$ cat src/rtl/id_ex_stage.sv
`default_nettype none
// ============================================================================
// Module   : id_ex_stage
// Purpose  : ID/EX pipeline register feeding the ALU. It captures decoded
//            operands and control from ID, holds them on stall and inserts a
//            bubble on flush. It also forwards from MEM and WB onto the
//            captured rs/rt values.
// Ports    : clk, reset            - clock, synchronous active-high reset
//            stall, flush          - hazard-unit hold / bubble requests
//            *_d                   - ID-stage instruction, operands, control
//            m_we/m_waddr/m_wdata  - MEM-stage producer (forward source 1)
//            w_we/w_waddr/w_wdata  - WB-stage producer (forward source 2)
//            *_e, rs_out, rt_out,
//            imm_ext               - registered EX-stage fields / ALU inputs
//            valid_e               - 1 = real instruction, 0 = bubble
//            fwd_sel_rs/rt         - 0 none, 1 MEM, 2 WB
//            bubble_cnt            - flush counter (IDEX_BUBBLE_CNT_EN only)
// Options  : define IDEX_BUBBLE_CNT_EN to add the 32-bit bubble_cnt output.
// Revision : 1.0 - initial release
// ============================================================================
module id_ex_stage #(
   parameter int DW = 32,
   parameter int RW = 5
) (
   input  logic          clk,
   input  logic          reset,
   input  logic          stall,
   input  logic          flush,
   input  logic [31:0]   ins_d,
   input  logic [31:0]   pc4_d,
   input  logic [DW-1:0] rs_d,
   input  logic [DW-1:0] rt_d,
   input  logic [DW-1:0] imm_ext_d,
   input  logic [2:0]    aluop_d,
   input  logic          sll_slt_d,
   input  logic          alusrc_d,
   input  logic          regwrite_d,
   input  logic          memtoreg_d,
   input  logic          memwrite_d,
   input  logic [RW-1:0] waddr_d,
   input  logic          m_we,
   input  logic [RW-1:0] m_waddr,
   input  logic [DW-1:0] m_wdata,
   input  logic          w_we,
   input  logic [RW-1:0] w_waddr,
   input  logic [DW-1:0] w_wdata,
   output logic [31:0]   ins_e,
   output logic [31:0]   pc4_e,
   output logic [DW-1:0] rs_out,
   output logic [DW-1:0] rt_out,
   output logic [DW-1:0] imm_ext,
   output logic [2:0]    aluop_e,
   output logic          sll_slt_e,
   output logic          alusrc_e,
   output logic          regwrite_e,
   output logic          memtoreg_e,
   output logic          memwrite_e,
   output logic [RW-1:0] waddr_e,
   output logic          valid_e,
`ifdef IDEX_BUBBLE_CNT_EN
   output logic [31:0]   bubble_cnt,
`endif
   output logic [1:0]    fwd_sel_rs,
   output logic [1:0]    fwd_sel_rt
);

   localparam logic [RW-1:0] c_zero_addr = '0;
   localparam logic [1:0]    c_sel_none  = 2'd0;
   localparam logic [1:0]    c_sel_mem   = 2'd1;
   localparam logic [1:0]    c_sel_wb    = 2'd2;

   logic [31:0]   r_ins;
   logic [31:0]   r_pc4;
   logic [DW-1:0] r_rs;
   logic [DW-1:0] r_rt;
   logic [DW-1:0] r_imm;
   logic [2:0]    r_aluop;
   logic          r_sll_slt;
   logic          r_alusrc;
   logic          r_regwrite;
   logic          r_memtoreg;
   logic          r_memwrite;
   logic [RW-1:0] r_waddr;
   logic          r_valid;

   logic [RW-1:0] w_rs_addr;
   logic [RW-1:0] w_rt_addr;
   logic [DW-1:0] w_rs_fwd;
   logic [DW-1:0] w_rt_fwd;
   logic [1:0]    w_sel_rs;
   logic [1:0]    w_sel_rt;

   assign w_rs_addr = RW'(r_ins[25:21]);
   assign w_rt_addr = RW'(r_ins[20:16]);

   // MEM is the younger producer, so it beats WB; $0 is hard-wired zero and
   // must never pick up a forwarded value.
   always_comb begin
      w_rs_fwd = r_rs;
      w_sel_rs = c_sel_none;
      if (m_we && (m_waddr == w_rs_addr) && (w_rs_addr != c_zero_addr)) begin
         w_rs_fwd = m_wdata;
         w_sel_rs = c_sel_mem;
      end else if (w_we && (w_waddr == w_rs_addr) && (w_rs_addr != c_zero_addr)) begin
         w_rs_fwd = w_wdata;
         w_sel_rs = c_sel_wb;
      end
   end

   always_comb begin
      w_rt_fwd = r_rt;
      w_sel_rt = c_sel_none;
      if (m_we && (m_waddr == w_rt_addr) && (w_rt_addr != c_zero_addr)) begin
         w_rt_fwd = m_wdata;
         w_sel_rt = c_sel_mem;
      end else if (w_we && (w_waddr == w_rt_addr) && (w_rt_addr != c_zero_addr)) begin
         w_rt_fwd = w_wdata;
         w_sel_rt = c_sel_wb;
      end
   end

   always_ff @(posedge clk) begin
      if (reset || flush) begin
         r_ins      <= '0;
         r_pc4      <= '0;
         r_rs       <= '0;
         r_rt       <= '0;
         r_imm      <= '0;
         r_aluop    <= '0;
         r_sll_slt  <= 1'b0;
         r_alusrc   <= 1'b0;
         r_regwrite <= 1'b0;
         r_memtoreg <= 1'b0;
         r_memwrite <= 1'b0;
         r_waddr    <= '0;
         r_valid    <= 1'b0;
      end else if (stall) begin
         // Re-capture the forwarded operands so a producer retiring from WB
         // while we are held does not take its result with it.
         r_rs <= w_rs_fwd;
         r_rt <= w_rt_fwd;
      end else begin
         r_ins      <= ins_d;
         r_pc4      <= pc4_d;
         r_rs       <= rs_d;
         r_rt       <= rt_d;
         r_imm      <= imm_ext_d;
         r_aluop    <= aluop_d;
         r_sll_slt  <= sll_slt_d;
         r_alusrc   <= alusrc_d;
         r_regwrite <= regwrite_d;
         r_memtoreg <= memtoreg_d;
         r_memwrite <= memwrite_d;
         r_waddr    <= waddr_d;
         r_valid    <= 1'b1;
      end
   end

`ifdef IDEX_BUBBLE_CNT_EN
   logic [31:0] r_bubble_cnt;

   // Counts every inserted bubble, including a flush that overrides a stall;
   // wraps naturally at 2^32.
   always_ff @(posedge clk) begin
      if (reset) begin
         r_bubble_cnt <= '0;
      end else if (flush) begin
         r_bubble_cnt <= r_bubble_cnt + 32'd1;
      end
   end

   assign bubble_cnt = r_bubble_cnt;
`endif

   assign ins_e      = r_ins;
   assign pc4_e      = r_pc4;
   assign rs_out     = w_rs_fwd;
   assign rt_out     = w_rt_fwd;
   assign imm_ext    = r_imm;
   assign aluop_e    = r_aluop;
   assign sll_slt_e  = r_sll_slt;
   assign alusrc_e   = r_alusrc;
   assign regwrite_e = r_regwrite;
   assign memtoreg_e = r_memtoreg;
   assign memwrite_e = r_memwrite;
   assign waddr_e    = r_waddr;
   assign valid_e    = r_valid;
   assign fwd_sel_rs = w_sel_rs;
   assign fwd_sel_rt = w_sel_rt;

endmodule
`default_nettype wire

$ cat config.mk
export PLATFORM = sky130hd
export DESIGN_NAME = id_ex_stage
export DESIGN_NICKNAME = d
export VERILOG_FILES = /design/src/rtl/id_ex_stage.sv
export SDC_FILE = /design/constraint.sdc
export NUM_CORES = 1
export LEC_CHECK = 0
export BUFFER_PORTS_ARGS = -buffer_cell sky130_fd_sc_hd__buf_2
export CAP_MARGIN = 30
export CORE_AREA = 10 10 161 163
export DETAILED_ROUTE_END_ITERATION = 8
export DIE_AREA = 0 0 171 173
export GPL_TIMING_DRIVEN = 0
export MAX_ROUTING_LAYER = met4
export PLACE_DENSITY = 0.69
export SYNTH_ARGS = -nofsm -noshare
export SYNTH_HDL_FRONTEND = slang
export SYNTH_SLANG_ARGS = --single-unit
$ cat constraint.sdc
create_clock -name clk -period 1.85 [get_ports clk]
set_input_delay 0.2775 -clock clk [delete_from_list [all_inputs] [get_ports clk]]
set_output_delay 0.2775 -clock clk [all_outputs]
set_load 0.05 [all_outputs]
==> results of run 1 <==
[placed cells by master, fill, tap and decap left out, types with 2 or more instances in the layout]
cell,netlist,routed
a21oi_4,0,64
buf_12,3,26
buf_16,0,7
buf_2,27,372
buf_4,2,19
buf_6,4,93
buf_8,0,25
clkbuf_1,45,32
clkbuf_16,0,20
clkbuf_2,0,5
clkbuf_4,0,6
clkbuf_8,0,2
clkinv_8,0,6
clkinvlp_4,0,3
dfxtp_1,174,164
dfxtp_4,0,10
diode_2,0,12
inv_6,0,5
inv_8,0,2
mux2i_1,173,109
mux2i_4,0,64
nand3_1,33,32
nand3_4,0,2
nand3b_1,64,64
nand4_1,4,4
nor2_1,178,155
nor2_2,0,19
nor2_4,0,4
o221ai_1,64,2
o221ai_2,0,62
or4_4,0,6
xnor2_1,12,3
xnor2_2,0,9
xor2_1,8,8
[sequential cells by signal (all words and copies together) (netlist names), 3 cells and up]
| signal | cells |
|---|---|
| imm_ext | 32 |
| ins_e | 32 |
| pc4_e | 32 |
| r_rs | 32 |
| r_rt | 32 |
| waddr_e | 5 |
| aluop_e | 3 |
[layout make-up]
| cell class | count | area share |
|---|---|---|
| inverters | 3 | 0.00123 |
| flip-flops and latches | 174 | 0.230 |
| plain buffers | 77 | 0.0468 |
| well taps | 285 | 0.0233 |
| diodes | 12 | 0.00197 |
| clock inverters | 14 | 0.0112 |
| clock buffers | 18 | 0.0281 |
| multi-input cells | 609 | 0.412 |
| repair buffers | 513 | 0.245 |
[synthesized netlist by cell type (3+ instances only)]
cell type	instances	area, um2
buf_12	3	60.1
xnor2_1	12	105
nor2_1	178	668
buf_6	4	45.0
a21oi_1	65	325
nand3b_1	64	480
inv_1	3	11.3
o221ai_1	64	561
buf_2	27	135
clkbuf_1	45	169
mux2i_1	173	1730
nand3_1	33	165
or4_1	6	45.0
nand4_1	4	25.0
xor2_1	8	70.1
dfxtp_1	174	3480
[how the worst min path moves through the flow]
stage	cells past startpoint	slack [ns]	endpoint	start
finish	3	0.06	pc4_e[14]	pc4_d[14]
global route	3	0.06	ins_e[6]	ins_d[6]
CTS	3	0.06	aluop_e[1]	aluop_d[1]
detailed placement	2	0.44	valid_e	valid_e
global placement	2	0.44	valid_e	valid_e
floorplan	2	0.42	ins_e[16]	ins_d[16]
[where the power goes]
part           internal, uW  total [uW]  switching (uW)
clock network          1830        3650            1820
logic                   889        2170            1280
registers              3860        3950            88.1
total                  6580        9770            3190
[worst min-delay path: stages]
cell     delay (ns)
buf_2          0.07
mux2i_1        0.05
nor2_1         0.07
[metal layers]
layer / global-route usage / vias to the layer above
met5: - / -
met4: 0.102 / 0
met3: 0.0861 / 90
met2: 0.463 / 465
met1: 0.270 / 4498
li1: - / 4202
[cells by family (layout without fill, tap and decap cells)]
| family | after synthesis | count (layout) | share of synthesized area |
|---|---|---|---|
| compound gates | 129 | 129 | 0.109 |
| buf+inv | 84 | 625 | 0.0537 |
| xor+xnor | 20 | 20 | 0.0216 |
| mux | 173 | 173 | 0.213 |
| flops | 174 | 174 | 0.429 |
| other cells | 0 | 12 | 0 |
| simple gates | 287 | 287 | 0.173 |
[through the flow]
step	hold slack, ns	worst slack [ns]	total power (uW)
after floorplan	0.420	-0.428	5150
after global placement	0.437	-0.842	5800
after CTS	0.0581	-0.979	9730
final	0.0649	-0.942	9770
after global routing	0.0626	-0.989	10100
after detailed placement	0.441	-0.853	5820
[what timing repair did]
item                                    4_1_cts  5_1_grt
gates resized for setup                     335       97
setup buffers                                41       41
cloned                                       12        3
pin swaps                                    15       66
endpoints found under the setup margin      133      159
==> summary.txt, run 1 <==
Cells and area
  – Sequential cell area: between 0.003 and 0.004 mm2
  – Share of cells above drive strength 1: 0.592
  – Post-route core utilization: 0.677
  – # fillers: between 1500 and 2000
  – Area Growth Syn to Fin: 88.4%
  – Final nets: around 1600
  – Multi-input gate area: approximately 0.0063 mm2
  – Fin area: ~0.015 mm2
  – Fin cells: roughly 1700

Worst setup path
  – Crit path max fanout: 8
  – RR Endpoint: r_rs[24]
  – CP Launch Point: ins_e[21]
  – Critical path type: reg2out
  – Crit path max-delay family: simple AND/OR/NAND/NOR gates
  – Crit path depth: 8
  – Worst R2R Start: ins_e[21]
  – Critical path, cell by cell: xnor2_2 > nand4_1 > or4_4 > buf_12 > buf_16 > mux2i_4 > a21oi_4 > buf_6
  – R2R setup slack: -0.35 ns
  – Buf+Inv Stages, Crit Path: 3
  – CP max-delay cell: or4_4
  – CP endpoint kind: primary output
  – Critical path data arrival time: ~2.5 ns
  – Critical Path End: rs_out[18]
  – Worst R2R Path Depth: 9
  – CP startpoint kind: register
  – Req. time, crit path: between 1.5 and 2 ns
  – Slowest stage delay, CP: around 0.56 ns

Timing
  – TNS Setup: -74.61 ns
  – Max Freq: roughly 0.36 GHz
  – Hold Violations, Final: 0
  – Slew margin rel.: 0.544
  – Final period util: 1.51
  – Fin. max-slew vios: 0
  – Worst Clk Skew: 0.00910 ns
  – Setup ws final: -0.942 ns
  – Crit path time final: roughly 2.8 ns
  – Unrepaired setup endpoints after global routing: true
  – Worst slew pin tran: just under 0.7 ns
  – Setup violators final: 132

Floorplanning
  – Initial Utilization: 0.359
  – I/O pins: about 430
  – DIE AREA: approximately 0.030 mm2
  – Core area: 0.0226 mm2
  – Die width: roughly 170 um
  – Rows: 55
  – Die height: around 170 um

Clocking
  – Cts hold-fix bufs: 0
  – Worst skew pair latency: ~0.44 ns
  – Clk pin slew, worst setup/hold paths: ~0.080 ns
  – CTS max path bufs: 2
  – Num Clock Sinks: 174
  – CTS tree: done
  – CTS Root Cell: clkbuf_16
  – CTS Buf Count: 17
  – Htree depth: 4

Logic synthesis
  – Synth Register Bits: 174
  – Yosys cell types: 19
  – EDFF count, synth: 0
  – Mapped Nets: roughly 1100
  – Ys flop type: dfxtp_1
  – Seq/Total Area, Yosys: 0.429
  – Post-Syn Instances: between 800 and 900
  – Post-synthesis instance area: about 0.008 mm2
  – Ys Warns: 0
  – Average cell area after synthesis: between 9 and 10 um2
  – Ys async rst share: 0

Global routing
  – Gr ovfl total: 0
  – GR Util All Layers: 0.266
  – Vias in the first global route: just under 10000
  – Maximum number of pins on one net before global-route repair: 20
  – Initial antenna violation count: 14
  – First-pass GRT wire length: ~60000 um

Detailed routing
  – Detailed-route wire length: 40700 um
  – Avg WL per Cell: ~24 um
  – WL met2: 21100 um
  – Metal-1 WL: around 15000 um
  – Vias per inst: 5.43
  – Met3 routed WL: between 3000 and 4000 um
  – Vias: around 9000
  – DR iter-0 viols: 633
  – Routed Antenna Nets: 0
  – Residual DRC: 0
  – Max Used Layer: met4
  – DRT Pass-1 Iters: 5

Place
  – Port Buf Inserts: 429
  – Post-DP HPWL: about 29000 um
  – Placed Instances: ~1600
  – Cell Area, Placed: ~0.012 mm2
  – Final GP Congestion: a little under 0.9

Worst hold path
  – Min-delay worst type: in2reg

Status
  – Status: finished, violations left
  – Failing checks: negative setup slack

Power
  – Cell leakage power: around 0.0066 uW
  – Power density cells: between 600 and 700 mW/mm2
  – VDD IR-drop max: roughly 0.62 mV

Flow run
  – Max-cap viol count: 0
Power figures use the tool's default switching activity.
==> run 2, diff against run 1 <==
--- a/config.mk
+++ b/config.mk
@@ -6,13 +6,11 @@
 export NUM_CORES = 1
 export LEC_CHECK = 0
 export BUFFER_PORTS_ARGS = -buffer_cell sky130_fd_sc_hd__buf_2
-export CAP_MARGIN = 30
 export CORE_AREA = 10 10 161 163
 export DETAILED_ROUTE_END_ITERATION = 8
 export DIE_AREA = 0 0 171 173
 export GPL_TIMING_DRIVEN = 0
-export MAX_ROUTING_LAYER = met4
-export PLACE_DENSITY = 0.69
+export PLACE_DENSITY_LB_ADDON = 0.25
 export SYNTH_ARGS = -nofsm -noshare
 export SYNTH_HDL_FRONTEND = slang
 export SYNTH_SLANG_ARGS = --single-unit
==> run 2 against run 1 <==
Via count decreased by 2.0%. Die area unchanged. The run still ends with negative setup slack left. Largest power group unchanged. Design area decreased by 2.7%. Critical endpoint is now rs_out[23]. Power decreased by 0.85%. Largest cell class unchanged. Flip-flop and latch count unchanged.
==> summary.txt, run 2 (same netlist as run 1, synthesis figures left out) <==
Timing
  – Setup violators final: between 100 and 150
  – Worst slew pin tran: about 0.62 ns
  – Hold Violations, Final: 0
  – Worst Clk Skew: ~0.018 ns
  – TNS Setup: -71.65 ns
  – Setup ws final: -0.969 ns
  – Crit path time final: ~2.8 ns
  – Slew margin rel.: 0.583
  – Unrepaired setup endpoints after global routing: true
  – Hold_ws: 0.0683 ns
  – Fin. max-slew vios: 0
  – Final period util: 1.52
  – Max Freq: roughly 0.35 GHz

Status
  – Status: finished, violations left
  – Failing checks: negative setup slack

Power
  – Power density cells: ~650 mW/mm2
  – VDD IR-drop max: slightly below 0.6 mV
  – Cell leakage power: ~0.0065 uW
  – Total chip power: 9690 uW

Detailed routing
  – Residual DRC: 0
  – Detailed-route wire length: a little under 40000 um
  – Avg WL per Cell: ~23 um
  – Routed Antenna Nets: 0
  – Vias per inst: approximately 5.4
  – DRT Pass-1 Iters: 5
  – Vias: around 9100
  – DR iter-0 viols: around 570

Global routing
  – Vias in the first global route: between 9000 and 10000
  – Initial antenna violation count: 13
  – Maximum number of pins on one net before global-route repair: 20
  – First-pass GRT wire length: between 50000 and 60000 um
  – GR Util All Layers: 0.253
  – Gr ovfl total: 0

Worst setup path
  – RR Endpoint: r_rs[23]
  – Critical path type: reg2out
  – Worst R2R Path Depth: 10
  – Critical Path End: rs_out[23]
  – CP startpoint kind: register
  – Req. time, crit path: about 1.6 ns
  – Buf+Inv Stages, Crit Path: 4
  – Slowest stage delay, CP: between 0.5 and 0.6 ns
  – CP max-delay cell: or4_4
  – CP Launch Point: ins_e[25]
  – Critical path data arrival time: 2.54 ns
  – Critical path, cell by cell: or4_4 > nor2_4 > or4_4 > buf_12 > buf_16 > buf_12 > mux2i_4 > a21oi_4 > buf_6
  – Worst R2R Start: ins_e[25]
  – Crit path max fanout: 6
  – R2R setup slack: -0.50 ns
  – Crit path depth: 9
  – CP endpoint kind: primary output
  – Crit path max-delay family: simple AND/OR/NAND/NOR gates

Floorplanning
  – DIE AREA: about 0.03 mm2
  – Initial Utilization: 0.359
  – Die height: ~170 um
  – I/O pins: 431
  – Die width: 171 um
  – Rows: 55
  – Core area: 0.0226 mm2

Cells and area
  – Final nets: between 1500 and 2000
  – Post-route core utilization: 0.658
  – Share of cells above drive strength 1: 0.572
  – Area Growth Syn to Fin: 83.2%
  – Fin cells: 1687
  – Most common cell after layout, fill and taps aside: buf_2
  – Leading cell types in the layout, fill and taps excluded: buf_2, nor2_1, dfxtp_1

Clocking
  – CTS Root Cell: clkbuf_16
  – Worst skew pair latency: ~0.44 ns
  – CTS tree: done
  – CTS Buf Count: 17
  – Htree depth: 4
  – Num Clock Sinks: around 170
  – Clk pin slew, worst setup/hold paths: 0.09 ns
  – CTS max path bufs: 2

Place
  – Post-DP HPWL: ~29000 um
  – Port Buf Inserts: between 400 and 500
  – Final GP Congestion: roughly 0.85
  – Placed Instances: around 1600

Worst hold path
  – Min-delay worst type: in2reg

Flow run
  – Max-cap viol count: 0
-- run 2: cell types whose count changed in the layout (fill, tap and decap cells not counted), sizes merged --
cell	before	now
clkbuf	65	62
clkinvlp	3	2
inv	8	10
clkinv	6	5
diode	12	8
buf	542	531
-- run 2: layer usage --
metal	wire, um	global-route usage	vias up
li1	-	-	4159
met1	14400	0.267	4388
met2	20700	0.454	440
met3	3370	0.0799	76
met4	1030	0.0960	10
met5	65	0	-
-- run 2: what timing repair did --
action / 4_1_cts / 5_1_grt
hold endpoints to repair: 0 / 0
cloned: 6 / 1
resized for setup: 304 / 78
setup endpoints to repair: 149 / 171
pin swaps: 50 / 11
setup buffers: 45 / 26
hold buffers: 0 / 0
-- run 2: worst min-delay path by stage --
stage	depth (start not counted)	startpoint	slack, ns	to
2_1_floorplan	2	ins_d[16]	0.42	ins_e[16]
3_3_place_gp	2	valid_e	0.43	valid_e
3_5_place_dp	2	valid_e	0.45	valid_e
4_1_cts	3	ins_d[24]	0.05	ins_e[24]
5_1_grt	3	pc4_d[7]	0.06	pc4_e[7]
6_report	3	ins_d[24]	0.07	ins_e[24]
-- run 2: layout make-up --
class	count	area (um2)
timing repair buffer	497	3450
multi-input combinational	609	6190
sequential	174	3520
inverter	3	18.8
clock inverter	14	163
antenna	8	20.0
tap	285	357
fill	1785	7710
buffer	80	722
clock buffer	17	425
-- run 2: metrics by stage --
| step | cell area (um2) | setup slack, ns |
|---|---|---|
| after floorplan | 9560 | -0.428 |
| after global placement | 12100 | -0.905 |
| after detailed placement | 12100 | -0.920 |
| after CTS | 14400 | -0.962 |
| after global routing | 14900 | -1.04 |
| final | 14900 | -0.969 |
-- run 2: report_power, final --
part	switching (uW)	internal, uW	leakage [uW]
Sequential	85.9	3860	0.00143
Combinational	1250	853	0.00476
Clock	1810	1820	0.000288
-- run 2: worst min-delay path, delay by kind of cell --
| kind | cells | cell delay (ns) |
|---|---|---|
| buf+inv | 1 | 0.07 |
| mux | 1 | 0.05 |
| simple gates | 1 | 0.07 |
==> run 3, diff against run 2 <==
==> constraint.sdc (replaced) <==
create_clock -name clk -period 3.64 [get_ports clk]
set_input_delay 0.546 -clock clk [delete_from_list [all_inputs] [get_ports clk]]
set_output_delay 0.546 -clock clk [all_outputs]
set_load 0.05 [all_outputs]
==> run 3 against run 2 <==
The run now ends clean. Clock power down 49%. Critical path depth is 1 lower. Via count is 6.7% lower. Critical path type unchanged.
==> summary.txt, run 3 (same netlist as run 1, synthesis figures left out) <==
Status
  – Status: completed

Global routing
  – First-pass GRT wire length: ~53000 um
  – Vias in the first global route: around 8700
  – GR Util All Layers: 0.230
  – Initial antenna violation count: 12
  – Gr ovfl total: 0
  – Maximum number of pins on one net before global-route repair: 20

Cells and area
  – Fin area: 0.0112 mm2
  – Final nets: between 1500 and 2000
  – Leading cell types in the layout, fill and taps excluded: buf_2, nor2_1, dfxtp_1
  – Share of cells above drive strength 1: 0.376
  – Area Growth Syn to Fin: 38.5%
  – Most common cell after layout, fill and taps aside: buf_2

Worst setup path
  – Critical path, cell by cell: xnor2_1 > nand4_1 > or4_1 > buf_2 > buf_2 > buf_2 > a21oi_1 > buf_2
  – Critical path type: reg2out
  – Slowest stage delay, CP: 0.48 ns
  – Most common cell type on the critical path: buf_2
  – CP startpoint kind: register
  – CP endpoint kind: primary output
  – Critical path data arrival time: 2.94 ns
  – CP max-delay cell: dfxtp_1
  – Req. time, crit path: 3.09 ns
  – Crit path max fanout: 10

Timing
  – Slew margin rel.: 0.326
  – Max Freq: 0.287 GHz
  – Hold Violations, Final: 0
  – TNS Setup: 0 ns
  – Unrepaired setup endpoints after global routing: false
  – Worst slew pin tran: 1.01 ns
  – Crit path time final: between 3 and 4 ns
  – Setup violators final: 0
  – Final period util: 0.957
  – Fin. max-slew vios: 0
  – Worst Clk Skew: between 0.015 and 0.02 ns

Floorplanning
  – DIE AREA: about 0.030 mm2
  – Rows: 55
  – Die width: 171 um
  – Core area: around 0.023 mm2
  – I/O pins: 431
  – Die height: between 150 and 200 um
  – Initial Utilization: 0.359

Worst hold path
  – Min-delay worst type: in2reg

Clocking
  – CTS Buf Count: 17
  – Worst skew pair latency: about 0.43 ns
  – Post-cts resize count: 0
  – CTS Root Cell: clkbuf_16
  – Cts hold-fix bufs: 0
  – Htree depth: 4
  – Clk pin slew, worst setup/hold paths: about 0.09 ns
  – Setup Buffers After CTS: 0
  – CTS tree: done
  – Num Clock Sinks: around 170
  – CTS max path bufs: 2

Detailed routing
  – Residual DRC: 0
  – Max Used Layer: met5
  – WL met2: between 15000 and 20000 um
  – Vias per inst: around 5.2
  – Met3 routed WL: ~3600 um
  – Detailed-route wire length: about 36000 um
  – Avg WL per Cell: between 20 and 25 um
  – DRT Pass-1 Iters: 7
  – DR iter-0 viols: approximately 640
  – Metal-1 WL: around 14000 um
  – Routed Antenna Nets: 0
  – Vias: 8462

Power
  – Cell leakage power: 0.00591 uW
  – Power density cells: ~420 mW/mm2
  – VDD IR-drop max: just under 0.3 mV

Place
  – Cell Area, Placed: about 0.011 mm2
  – Post-DP HPWL: ~28000 um
  – Final GP Congestion: between 0.8 and 0.9
  – Port Buf Inserts: about 430

Flow run
  – Max-cap viol count: 0
## run 3: changes by cell type in the layout (fill, tap and decap cells not counted), sizes merged
| cell | previous run | this run |
|---|---|---|
| clkinvlp | 2 | 0 |
| bufbuf | 1 | 0 |
| diode | 8 | 7 |
| clkinv | 5 | 7 |
| buf | 531 | 466 |
## run 3: cell type report
cell class	instances	area, um2
fill	2271	11300
inverter	3	11.3
antenna	7	17.5
tap	285	357
timing repair buffer	429	2150
buffer	81	425
sequential	174	3480
clock inverter	14	168
clock buffer	18	429
multi-input combinational	609	4190
## run 3: final timing paths
check,start,endpoint,slack (ns),cells past startpoint
setup / recovery,ins_e[16],rt_out[5],0.16,8
hold / removal,imm_ext_d[0],imm_ext[0],0.34,3
setup reg to reg,ins_e[21],r_rs[20],1.43,7
hold reg to reg,valid_e,valid_e,0.44,2
## run 3: layer usage
layer / GRT usage / vias to the layer above
met5: 0 / -
met4: 0.0732 / 12
met3: 0.0847 / 42
met2: 0.395 / 378
met1: 0.257 / 4007
li1: - / 4023
## run 3: power by group
group          internal (uW)  switching [uW]
Sequential              1970            30.0
Clock                    931             931
Combinational            281             545
## run 3: metrics by stage
step | hold slack, ns | utilization | setup WS (ns) | power [uW] | std cells
6_report | 0.337 | 0.498 | 0.156 | 4680 | 1620
5_1_grt | 0.332 | 0.497 | 0.00220 | 4860 | 1618
4_1_cts | 0.325 | 0.497 | 0.155 | 4720 | 1613
3_5_place_dp | 0.437 | 0.470 | 0.450 | 2870 | 1581
3_3_place_gp | 0.437 | 0.470 | 0.477 | 2860 | 1581
2_1_floorplan | 0.515 | - | 0.391 | 2550 | 867
## run 3: worst max-delay path, delay by kind of cell, from the launching register on
family | cells | cell delay, ns
buffers and inverters | 4 | 1.04
AND/OR/NAND/NOR | 2 | 0.56
flip-flops | 1 | 0.48
AO/OA/AOI/OAI | 1 | 0.26
XOR/XNOR | 1 | 0.16
